===== config.mk =====
export PLATFORM = sky130hd
export DESIGN_NAME = clct_sort_sequencer
export DESIGN_NICKNAME = d
export VERILOG_FILES = /design/src/rtl/clct_sort_sequencer_pkg.sv /design/src/rtl/clct_sort_sequencer_best_of7_sort.sv /design/src/rtl/clct_sort_sequencer.sv
export SDC_FILE = /design/constraint.sdc
export NUM_CORES = 1
export LEC_CHECK = 0
export ABC_AREA = 1
export ABC_CLOCK_PERIOD_IN_PS = 13950
export BUFFER_PORTS_ARGS = -buffer_cell sky130_fd_sc_hd__buf_2
export CAP_MARGIN = 20
export CORE_ASPECT_RATIO = 0.8
export CORE_MARGIN = 1
export CORE_UTILIZATION = 36
export DETAILED_ROUTE_END_ITERATION = 7
export PLACE_DENSITY = 0.56
export RECOVER_POWER = 25
export SYNTH_ARGS = -nofsm -noshare
export SYNTH_HDL_FRONTEND = slang
export SYNTH_SLANG_ARGS = --single-unit

===== constraint.sdc =====
create_clock -name clock -period 13.95 [get_ports clock]
set_clock_uncertainty 0.2 [all_clocks]
set_input_delay 0 -clock clock [delete_from_list [all_inputs] [get_ports clock]]
set_output_delay 0 -clock clock [all_outputs]
set_load 0.01 [all_outputs]

===== src/rtl/clct_sort_sequencer_pkg.sv =====
// Shared widths, FSM state encoding and key arithmetic for the two-pass CLCT sorter.
package clct_sort_sequencer_pkg;

  localparam int MXCFEB     = 7;
  localparam int MXPATB     = 7;
  localparam int MXKEYB     = 5;
  localparam int MXKEYBX    = 8;
  localparam int SPREAD_DEF = 15;

  typedef enum logic [1:0] {
    ST_IDLE  = 2'd0,
    ST_PASS0 = 2'd1,
    ST_PASS1 = 2'd2,
    ST_DONE  = 2'd3
  } state_e;

  typedef struct packed {
    logic              vld;
    logic [MXPATB-1:0] pat;
    logic [MXKEYBX-1:0] key;
  } clct_t;

  function automatic logic [MXKEYBX-1:0] full_key(input logic [2:0] cfeb,
                                                  input logic [MXKEYB-1:0] key);
    return {cfeb, key};
  endfunction

  // One extra bit of headroom so the subtraction never wraps.
  function automatic logic [MXKEYBX:0] key_dist(input logic [MXKEYBX:0] a,
                                                input logic [MXKEYBX:0] b);
    return (a >= b) ? (a - b) : (b - a);
  endfunction

endpackage


===== src/rtl/clct_sort_sequencer_best_of7_sort.sv =====
// Combinational best-of-7 pattern sort on pat[6:1]; ties resolve to the higher CFEB.
// An all-zero candidate set reports CFEB0 with its own key and vld=0.
module best_of7_sort
  import clct_sort_sequencer_pkg::*;
(
  input  logic [MXCFEB*MXPATB-1:0] pat_i,
  input  logic [MXCFEB*MXKEYB-1:0] key_i,
  output clct_t                    best_o,
  output logic [2:0]               cfeb_o
);

  logic [2:0]        best_idx;
  logic [MXPATB-1:0] best_pat;

  always_comb begin
    best_idx = 3'd6;
    best_pat = pat_i[6*MXPATB +: MXPATB];
    // Walking downward with a strict compare leaves ties on the higher index.
    for (int n = MXCFEB-2; n >= 0; n--) begin
      if (pat_i[n*MXPATB+1 +: MXPATB-1] > best_pat[MXPATB-1:1]) begin
        best_idx = 3'(n);
        best_pat = pat_i[n*MXPATB +: MXPATB];
      end
    end
    if (pat_i == '0) begin
      best_idx = 3'd0;
      best_pat = '0;
    end
    cfeb_o     = best_idx;
    best_o.vld = (best_pat != '0);
    best_o.pat = best_pat;
    best_o.key = full_key(best_idx, key_i[best_idx*MXKEYB +: MXKEYB]);
  end

endmodule


===== src/rtl/clct_sort_sequencer.sv =====
// Two-pass CLCT sorter: pass 0 finds CLCT0, pass 1 re-sorts with the CLCT0 key
// neighbourhood blanked to find CLCT1. One set per 4 clocks; result held until out_ready.
module clct_sort_sequencer
  import clct_sort_sequencer_pkg::*;
#(
  parameter int SPREAD = SPREAD_DEF
) (
  input  logic                       clock,
  input  logic                       reset,
  input  logic                       in_valid,
  output logic                       in_ready,
  input  logic [MXCFEB*MXPATB-1:0]   in_pat,
  input  logic [MXCFEB*MXKEYB-1:0]   in_key,
  output logic                       out_valid,
  input  logic                       out_ready,
  output logic                       clct0_vld,
  output logic [MXPATB-1:0]          clct0_pat,
  output logic [MXKEYBX-1:0]         clct0_key,
  output logic                       clct1_vld,
  output logic [MXPATB-1:0]          clct1_pat,
  output logic [MXKEYBX-1:0]         clct1_key,
  output logic [15:0]                lost_cnt
);

  localparam logic [MXKEYBX:0] SPREAD_W = SPREAD[MXKEYBX:0];

  state_e                    state_q, state_d;
  logic [MXCFEB*MXPATB-1:0]  cap_pat_q, cap_pat_d;
  logic [MXCFEB*MXKEYB-1:0]  cap_key_q, cap_key_d;
  logic [MXCFEB-1:0]         mask_q, mask_d;
  clct_t                     clct0_q, clct0_d;
  clct_t                     clct1_q, clct1_d;
  logic [15:0]               lost_q, lost_d;

  logic [MXCFEB*MXPATB-1:0]  sort_pat;
  logic [MXCFEB-1:0]         blank;
  clct_t                     srt;
  logic [2:0]                srt_cfeb;

  // Pass-select mux: the blank mask only applies to the second pass.
  always_comb begin
    sort_pat = cap_pat_q;
    blank    = '0;
    for (int n = 0; n < MXCFEB; n++) begin
      if (state_q == ST_PASS1 && mask_q[n]) begin
        sort_pat[n*MXPATB +: MXPATB] = '0;
      end
      blank[n] = srt.vld &&
                 ((key_dist({1'b0, full_key(3'(n), cap_key_q[n*MXKEYB +: MXKEYB])},
                            {1'b0, srt.key}) <= SPREAD_W) ||
                  (srt_cfeb == 3'(n)));
    end
  end

  best_of7_sort u_sort (
    .pat_i  (sort_pat),
    .key_i  (cap_key_q),
    .best_o (srt),
    .cfeb_o (srt_cfeb)
  );

  always_comb begin
    state_d   = state_q;
    cap_pat_d = cap_pat_q;
    cap_key_d = cap_key_q;
    mask_d    = mask_q;
    clct0_d   = clct0_q;
    clct1_d   = clct1_q;
    lost_d    = lost_q;
    case (state_q)
      ST_IDLE: begin
        if (in_valid) begin
          cap_pat_d = in_pat;
          cap_key_d = in_key;
          mask_d    = '0;
          state_d   = ST_PASS0;
        end
      end
      ST_PASS0: begin
        clct0_d = srt;
        mask_d  = blank;
        state_d = ST_PASS1;
      end
      ST_PASS1: begin
        clct1_d = srt;
        state_d = ST_DONE;
      end
      ST_DONE: begin
        if (out_ready) begin
          state_d = ST_IDLE;
        end
      end
      default: state_d = ST_IDLE;
    endcase
    // A set offered while busy is dropped, including on the DONE->IDLE cycle.
    if (in_valid && (state_q != ST_IDLE) && (lost_q != 16'hFFFF)) begin
      lost_d = lost_q + 16'd1;
    end
  end

  always_ff @(posedge clock or posedge reset) begin
    if (reset) begin
      state_q   <= ST_IDLE;
      cap_pat_q <= '0;
      cap_key_q <= '0;
      mask_q    <= '0;
      clct0_q   <= '0;
      clct1_q   <= '0;
      lost_q    <= '0;
    end else begin
      state_q   <= state_d;
      cap_pat_q <= cap_pat_d;
      cap_key_q <= cap_key_d;
      mask_q    <= mask_d;
      clct0_q   <= clct0_d;
      clct1_q   <= clct1_d;
      lost_q    <= lost_d;
    end
  end

  assign in_ready  = (state_q == ST_IDLE);
  assign out_valid = (state_q == ST_DONE);
  assign clct0_vld = clct0_q.vld;
  assign clct0_pat = clct0_q.pat;
  assign clct0_key = clct0_q.key;
  assign clct1_vld = clct1_q.vld;
  assign clct1_pat = clct1_q.pat;
  assign clct1_key = clct1_q.key;
  assign lost_cnt  = lost_q;

endmodule

==> results by group <==
Status
  • Status: finished, violations left
  • Failing checks: max-capacitance violations, max-slew violations

Final layout
  • Layout cells sized above 1: 0.148
  • # diodes: 0
  • Final Instance Area: 13,600 sq um
  • Final net count: 1,906
  • Fillers: 3,096
  • FF/Latch Area: 3530 sq um
  • Area of the multi-input gates: 6470 sq um
  • Area grow syn2layout: 24.6%

Yosys
  • EDFF count, synth: 0
  • Synthesized instance count: 1,474
  • #FFs+latches synth: 141
  • Mean area per synthesized cell: 7.40 sq um
  • Sequential share of the synthesized area: 0.324
  • Count leader, synth: nand2_1
  • Top-area cell type share of the netlist area: 0.324
  • Synth Warn #: 0
  • Post-synth cell types: 50
  • Main synth FF type: dfrtp_1
  • Synth cell count leaders: nand2_1, inv_1, dfrtp_1
  • Mapped Nets: 1,676
  • Largest area contributor in the netlist: dfrtp_1
  • Ys async rst share: 1.00
  • Synth top area cells: dfrtp_1, nand2_1, ha_1
  • Area of the mapped netlist: 10,900 sq um

Clock tree
  • CTS clock-pin slew for the worst setup and hold paths: 0.07 ns
  • CTS root buf: clkbuf_16
  • Setup Buffers After CTS: 0
  • Worst-skew pair later-pin latency: 0.44 ns
  • Clock tree from TritonCTS: yes
  • H-Tree Depth: 4
  • Total CTS buffers: 17
  • Clock sink total: 141
  • Clk buf depth: 2

Floorplanning
  • # IOs: 138
  • Die H: 158 um
  • Core Rows: 56
  • CORE AREA: 29,600 sq um
  • Full die area: 31,000 sq um
  • Initial Util: 0.369
  • DIE WIDTH: 197 um

Timing
  • Period utilization: 0.912
  • Max-Slew Margin vs Limit: -1.42
  • Worst Max-Slew Pin Slew: 3.60 ns
  • Fmax: 0.0786 GHz
  • Min Tclk post-route: 12.72 ns
  • RSZ-0062 raised after global routing: false
  • Setup Viol. Count Final: 0
  • Hold Violations, Final: 0
  • Setup TNS: 0 ns
  • Worst hold margin: 0.100 ns
  • Pins over their slew limit: 82

GRT
  • Largest net degree at the start of global routing: 84
  • All-layer global routing usage: 0.230
  • Grt total ovfl: 0
  • First-pass GRT wire length: 55,300 um
  • Initial antenna violation count: 0
  • Vias in the first global route: 9,927

Place
  • Placed Area: 11,900 sq um
  • HPWL after DPL: 26,500 um
  • PortBufs: 137
  • RePlAce Congestion: 0.942

Critical path
  • Most used cell along the critical path: nand2_1
  • Crit path max fanout: 19
  • Critical path endpoint category: flop
  • Worst Path Arrival: 12.90 ns
  • Critical path class: reg2reg
  • Max incr delay on CP: 0.47 ns
  • CP max stage cell: ha_1
  • Worst Setup Start Kind: flop
  • Critical Path RT: 14.12 ns

Detailed routing
  • Routed vias: 10.4k
  • DR iter-0 viols: 790
  • DR vias/cell: 4.90
  • DRC Markers: 0
  • DRT antenna net count: 0
  • Drt pass-1 iters: 5
  • Drt total wl: 34,800 um
  • Drt wl/cell: 16.4 um

Hold path
  • Hold Path Class: in2reg

Job
  • Max-Cap Viols: 1
layout by cell type, fill, tap and decap left out, types with 13 or more instances in the layout:
cell type      netlist  routed
nand4_1             13      13
clkbuf_16            0      17
nand2_2             18      21
nor2_1              82      81
o21ai_1             26      26
dfrtp_1            141     141
nand3_1             81      81
xor2_1              20      20
nand2_1            439     436
ha_1               101     100
dlygate4sd3_1        0     108
xnor2_1             13      13
buf_2                4     134
inv_1              175     172
fa_1                13      13
o21ai_0            128     127
a21oi_1             49      49
per-layer routing:
metal  vias up  global-route usage  part of all wire
met5         -                   0                 0
met4         0              0.0506             0.013
met3        36              0.0486             0.066
met2       313               0.315              0.39
met1      4816               0.362              0.54
li1       5243                   -                 -
logic make-up after synthesis:
logic type                 after synthesis  synth area share
buffers and inverters                  226            0.0844
xor gates and xnor gates                33            0.0265
AOI/OAI and AO/OA                      263             0.137
adders and majority gates              114             0.140
DFF                                    141             0.324
and+or+nand+nor                        697             0.288
flip-flops by register name, indices dropped and copies added, names as in the netlist:
name,cells
clct1_vld,1
mask_q,7
state_q,2
clct0_key,8
cap_pat_q,49
clct0_pat,7
clct1_key,8
clct0_vld,1
lost_cnt,16
clct1_pat,7
cap_key_q,35
final timing paths:
path / start / end / slack (ns) / depth (start not counted)
hold / removal: in_key[27] / cap_key_q[27] / 0.10 / 4
min in group asynchronous: reset / lost_cnt[13] / 0.98 / 3
setup reg to reg: state_q[0] / mask_q[0] / 1.23 / 74
hold reg to reg: mask_q[3] / mask_q[3] / 0.28 / 2
max in group asynchronous: reset / cap_pat_q[5] / 10.59 / 4
setup / recovery: state_q[0] / mask_q[0] / 1.23 / 74
what timing repair did:
action	CTS	global route
setup endpoints to repair	0	6
hold buffers	108	0
hold endpoints to repair	178	0
gates resized for setup	0	7
metrics by stage:
step	util	cells	setup WS (ns)
5_1_grt	0.460	2123	0.179
3_3_place_gp	0.404	1983	1.22
4_1_cts	0.459	2123	0.647
3_5_place_dp	0.404	1983	0.739
2_1_floorplan	-	1474	1.85
6_report	0.460	2123	1.23
final cells by class:
cell class | count | area share
clock buffer | 19 | 0.0319
clock inverter | 13 | 0.00866
inverter | 182 | 0.0510
multi-input combinational | 1107 | 0.476
sequential | 141 | 0.260
tap | 406 | 0.0374
timing repair buffer | 255 | 0.135
worst max-delay path: cells and delay by family (launching register included):
kind / cells / cell delay [ns]
XOR/XNOR: 1 / 0.17
adder cells (fa/ha/maj): 8 / 2.78
buffers and inverters: 11 / 1.45
AND/OR/NAND/NOR: 34 / 4.60
AO/OA/AOI/OAI: 20 / 3.05
flip-flops: 1 / 0.40
Power is not shown: default switching activity piles up to over one toggle a cycle in this logic, so the estimate is an artifact.
